--- src/rtl/binary_round_ctrl.sv ---
`default_nettype none
// ============================================================================
//  Module   : binary_round_ctrl
//  Brief    : Target generation, round timing and scoring for the binary game.
//  Revision : 1.0
// ============================================================================

module binary_round_ctrl #(
    parameter int TICKS_PER_SEC = 100_000_000,
    parameter int ROUND_SECS    = 10,
    parameter int ROUNDS        = 10
) (
    input  logic       board_clk,
    input  logic       Reset_Pulse,
    input  logic       start,
    input  logic       submit,
    input  logic       quit,
    input  logic [7:0] userNumber,
    output logic [7:0] outputNumber,
    output logic [7:0] playerScore,
    output logic [3:0] timeLeft,
    output logic [3:0] roundNum,
    output logic       busy,
    output logic       done,
    output logic       hit,
    output logic       miss
);

    localparam int                    c_TICK_W     = (TICKS_PER_SEC > 1) ? $clog2(TICKS_PER_SEC) : 1;
    localparam logic [c_TICK_W-1:0]   c_TICK_MAX   = c_TICK_W'(TICKS_PER_SEC - 1);
    localparam logic [3:0]            c_ROUND_SECS = 4'(ROUND_SECS);
    localparam logic [3:0]            c_ROUNDS     = 4'(ROUNDS);
    localparam logic [7:0]            c_SEED       = 8'h5A;

    typedef enum logic [1:0] {
        S_IDLE = 2'd0,
        S_LOAD = 2'd1,
        S_RUN  = 2'd2,
        S_DONE = 2'd3
    } state_t;

    state_t                r_state;
    state_t                w_state_nxt;
    logic [7:0]            r_lfsr;
    logic [7:0]            r_target;
    logic [7:0]            r_score;
    logic [3:0]            r_time_left;
    logic [3:0]            r_round;
    logic [c_TICK_W-1:0]   r_tick;
    logic                  r_busy;
    logic                  r_done;
    logic                  r_hit;
    logic                  r_miss;

    logic                  w_wrap;
    logic                  w_new_game;
    logic                  w_latch;
    logic                  w_hit;
    logic                  w_miss;
    logic                  w_round_inc;
    logic                  w_tick_run;

    assign w_wrap = (r_tick == c_TICK_MAX);

    always_ff @(posedge board_clk or posedge Reset_Pulse) begin
        if (Reset_Pulse) begin
            r_state <= S_IDLE;
        end else begin
            r_state <= w_state_nxt;
        end
    end

    always_comb begin
        w_state_nxt = r_state;
        w_new_game  = 1'b0;
        w_latch     = 1'b0;
        w_hit       = 1'b0;
        w_miss      = 1'b0;
        w_round_inc = 1'b0;
        w_tick_run  = 1'b0;
        case (r_state)
            S_IDLE: begin
                if (start) begin
                    w_state_nxt = S_LOAD;
                    w_new_game  = 1'b1;
                end
            end
            S_LOAD: begin
                if (quit) begin
                    w_state_nxt = S_DONE;
                end else begin
                    w_state_nxt = S_RUN;
                    w_latch     = 1'b1;
                end
            end
            S_RUN: begin
                if (quit) begin
                    w_state_nxt = S_DONE;
                end else if (submit || (w_wrap && r_time_left == 4'd1)) begin
                    // A submit on the timeout edge is judged as a submit only.
                    if (submit) begin
                        w_hit  = (userNumber == r_target);
                        w_miss = (userNumber != r_target);
                    end else begin
                        w_miss     = 1'b1;
                        w_tick_run = 1'b1;
                    end
                    if (r_round == c_ROUNDS) begin
                        w_state_nxt = S_DONE;
                    end else begin
                        w_state_nxt = S_LOAD;
                        w_round_inc = 1'b1;
                    end
                end else begin
                    w_tick_run = 1'b1;
                end
            end
            default: begin
                if (start) begin
                    w_state_nxt = S_LOAD;
                    w_new_game  = 1'b1;
                end else if (quit) begin
                    w_state_nxt = S_IDLE;
                end
            end
        endcase
    end

    always_ff @(posedge board_clk or posedge Reset_Pulse) begin
        if (Reset_Pulse) begin
            r_lfsr      <= c_SEED;
            r_target    <= 8'd0;
            r_score     <= 8'd0;
            r_time_left <= 4'd0;
            r_round     <= 4'd0;
            r_tick      <= '0;
            r_busy      <= 1'b0;
            r_done      <= 1'b0;
            r_hit       <= 1'b0;
            r_miss      <= 1'b0;
        end else begin
            r_lfsr <= {r_lfsr[6:0], r_lfsr[7] ^ r_lfsr[5] ^ r_lfsr[4] ^ r_lfsr[3]};
            r_hit  <= w_hit;
            r_miss <= w_miss;
            r_busy <= (w_state_nxt == S_LOAD) || (w_state_nxt == S_RUN);
            r_done <= (w_state_nxt == S_DONE);

            if (w_new_game) begin
                r_score <= 8'd0;
                r_round <= 4'd1;
            end else if (w_round_inc) begin
                r_round <= r_round + 4'd1;
            end

            if (w_hit && r_score != 8'hFF) begin
                r_score <= r_score + 8'd1;
            end

            if (w_latch) begin
                r_target    <= r_lfsr;
                r_time_left <= c_ROUND_SECS;
                r_tick      <= '0;
            end else if (w_tick_run) begin
                if (w_wrap) begin
                    r_tick      <= '0;
                    r_time_left <= r_time_left - 4'd1;
                end else begin
                    r_tick <= r_tick + c_TICK_W'(1);
                end
            end
        end
    end

    assign outputNumber = r_target;
    assign playerScore  = r_score;
    assign timeLeft     = r_time_left;
    assign roundNum     = r_round;
    assign busy         = r_busy;
    assign done         = r_done;
    assign hit          = r_hit;
    assign miss         = r_miss;

endmodule

`default_nettype wire
--- config.mk ---
export PLATFORM = sky130hd
export DESIGN_NAME = binary_round_ctrl
export DESIGN_NICKNAME = d
export VERILOG_FILES = /design/src/rtl/binary_round_ctrl.sv
export SDC_FILE = /design/constraint.sdc
export NUM_CORES = 1
export LEC_CHECK = 0
export BUFFER_PORTS_ARGS = -buffer_cell sky130_fd_sc_hd__buf_4
export CAP_MARGIN = 10
export CORE_ASPECT_RATIO = 1.75
export CORE_UTILIZATION = 40
export DETAILED_ROUTE_END_ITERATION = 10
export PLACE_DENSITY = 0.72
export SLEW_MARGIN = 20
export SYNTH_ARGS = -nofsm -noshare
export SYNTH_HDL_FRONTEND = slang
export SYNTH_SLANG_ARGS = --single-unit
--- constraint.sdc ---
create_clock -name board_clk -period 2.32 [get_ports board_clk]
set_clock_uncertainty 0.15 [all_clocks]
set_input_delay 0.464 -clock board_clk [delete_from_list [all_inputs] [get_ports board_clk]]
set_output_delay 0.464 -clock board_clk [all_outputs]
set_load 0.03 [all_outputs]
==> impl_metrics.csv <==
group,metric,value,unit
drt,drc,0,
synth,ys_top_cells_by_area,"dfrtp_1 (44%), xnor2_1 (8.4%), nand2_1 (4.9%)",
grt,overflow,0,
synth,avgSynthCellArea,10.0,um^2
clock_tree,clock-root-buffer,"clkbuf_16",
clock_tree,cts_buffers,9,
synth,ys_seq_area_share,47.2,%
timing,slew-limit-headroom,66.8,%
placed_design,place_congestion,0.817,
synth,ys.flop_type,"dfrtp_1",
clock_tree,cts_tree,"done",
floorplanning,initial_core_util,41.6,%
floorplanning,die-area,9030,um^2
floorplanning,fp.dieW,72.3,um
timing,fmax,427,MHz
drt,vias,2772,
synth,synth_top_area_share,44.2,%
critical_path,start_kind,"flip-flop",
synth,synth_edf_count,0,
critical_path,crit_arrival,2.40,ns
critical_path,critPathKind,"reg -> reg",
placed_design,hpwl,5550,um
timing,fin_ws,-0.0204,ns
synth,syn-num-nets,368,
critical_path,reg2regPathDepth,8,
synth,synth_area_leader_cell,"dfrtp_1",
synth,synth.most_common_cell,"dfrtp_1",
clock_tree,clkTransAtPathRegs,0.06,ns
timing,finalMaxSlewViolations,0,
synth,yosys_warnings,0,
placed_design,pre_cts_slack,-0.0631,ns
grt,grt_pass1_wl,13000,um
clock_tree,h-tree-depth,3,
floorplanning,die_h,125,um
min_path,hp-class,"in -> async",
cells_and_area,nFillCells,719,
drt,viasPerCell,5.20,
timing,finalHoldViolCount,0,
clock_tree,cts.path.max_buffers,2,
status,status,"finished, violations left",
critical_path,r2r-start,"timeLeft[1]",
timing,tightestPinTransition,0.497,ns
grt,antenna_found_initial,0,
cells_and_area,layout.nets,437,
cells_and_area,area_growth,28.7,%
critical_path,worst_setup_path_end_kind,"flip-flop",
drt,wl_per_cell,14.4,um
critical_path,r2r_slack,-0.02,ns
clock_tree,clock_latency,0.33,ns
pwr,peakVddDrop,0.449,mV
cells_and_area,drive_gt1_share,32.5,%
timing,holdWs,0.0408,ns
grt,grtUsageTotal,18.8,%
drt,drt_wl_total,7700,um
synth,yosysUniqueCellTypes,56,
timing,setup_violations,1,
clock_tree,cts.sinks,65,
clock_tree,cts_hold_buf,0,
synth,ys_ff_latch,65,
floorplanning,ios,41,
pwr,leakage,1.98,nW
synth,syn_area,3460,um^2
critical_path,critPathMaxFanout,3,
synth,netlist_instances,344,
pwr,power_density,799,nW/um^2
floorplanning,core-area,8310,um^2
status,violations,"setup timing",
drt,first_pass_iters,6,
drt,drtAntennaViolNets,0,
grt,grt_max_degree,66,
flow_run,drv_cap,0,
critical_path,cp.required,2.38,ns
critical_path,r2r_end,"busy",
synth,synth_common_cells,"dfrtp_1 (61), nand2_1 (45), nor2_1 (33), xnor2_1 (33), nand3_1 (16)",
placed_design,portBuffers,40,
floorplanning,rows,44,
timing,fin_crit_sh,101,%
timing,layout_min_cycle_time,2.34,ns
timing,rsz0062_at_grt,"yes",
cells_and_area,diodes,0,
cells_and_area,final_util,53.5,%
drt,initialDrtViolationCount,82,
grt,grt_pass1_vias,2766,
synth,async_reset_ff_share,100,%
sequential cells by signal, summed over array words and instances, names as in the netlist:
name          cells
r_tick           27
outputNumber      8
playerScore       8
r_lfsr            8
roundNum          4
timeLeft          4
r_state           2
busy              1
done              1
hit               1
miss              1
power by group:
part / leakage (nW) / internal (mW) / switching, mW
Combinational: 0.975 / 0.416 / 0.569
Sequential: 0.869 / 1.24 / 0.0783
Clock: 0.136 / 0.757 / 0.500
Total: 1.98 / 2.41 / 1.15
through the flow:
stage | instances | TNS [ns] | area (um^2) | total power [mW]
final | 533 | -0.0204 | 4450 | 3.56
after global routing | 533 | -0.341 | 4450 | 3.75
after CTS | 531 | 0 | 4360 | 3.53
after detailed placement | 515 | -0.196 | 4070 | 2.24
after global placement | 515 | -0.00192 | 4070 | 2.22
after floorplan | 344 | -0.115 | 3470 | 1.89
layout make-up:
class | count | area [um^2] | share of cell area, %
tap | 115 | 144 | 3.23
sequential | 65 | 1630 | 36.7
timing repair buffer | 69 | 547 | 12.3
multi-input combinational | 255 | 1790 | 40.3
inverter | 13 | 50.0 | 1.13
clock inverter | 5 | 38.8 | 0.872
clock buffer | 11 | 243 | 5.46
cell families (layout without fill, tap and decap cells):
group	after synthesis	count (layout)	share of synthesized area, %
buf+inv	24	98	3.40
flops	65	65	47.2
mux	4	4	1.23
simple gates	168	168	27.4
xor+xnor	38	38	9.63
compound gates	34	34	7.13
fa+ha+maj	11	11	3.98
cell usage in the layout, fill, tap and decap left out, types with 3 or more instances in the layout:
cell type	count
buf_4	66
dfrtp_1	59
nand2_1	45
nor2_1	33
xnor2_1	33
nand3_1	16
nor3_1	9
inv_1	9
ha_1	9
clkbuf_16	9
nor3_2	8
o21ai_0	8
nand4_1	7
xor2_1	5
a221o_1	5
a21oi_1	5
and3_1	4
nor4_2	4
a21oi_2	4
nor2_2	4
dfstp_2	4
inv_2	3
nor4b_1	3
nor2b_1	3
and2_1	3
nand2b_1	3
or3_1	3
worst max-delay path by stage:
stage / slack, ns / from / cells past startpoint / to
3_3_place_gp: -0.001 / timeLeft[1] / 8 / roundNum[3]
4_1_cts: 0.002 / timeLeft[1] / 8 / busy
5_1_grt: -0.15 / timeLeft[1] / 8 / busy
3_5_place_dp: -0.06 / timeLeft[1] / 8 / busy
2_1_floorplan: -0.06 / Reset_Pulse / 1 / timeLeft[0]
6_report: -0.02 / timeLeft[1] / 8 / busy
critical path, cell delays in order (launching register included):
cell and delay (ns):
dfrtp_2 0.41, inv_2 0.07, ha_4 0.11, or3b_4 0.37, nor4_4 0.33, a211oi_2 0.13
a211oi_2 0.19, o221ai_2 0.15, ha_1 0.31
metal layers:
metal / up-vias / track usage [%] / wire length, um
li1: 1335 / - / -
met1: 1366 / 20.9 / 2980
met2: 54 / 33.5 / 4280
met3: 17 / 4.35 / 220
met4: 0 / 7.61 / 209
met5: - / 0 / 0
timing repair:
action	CTS	global route
pin swaps	1	8
setup endpoints to repair	5	34
setup buffers	0	2
resized for setup	1	17
Power figures use the tool's default switching activity.
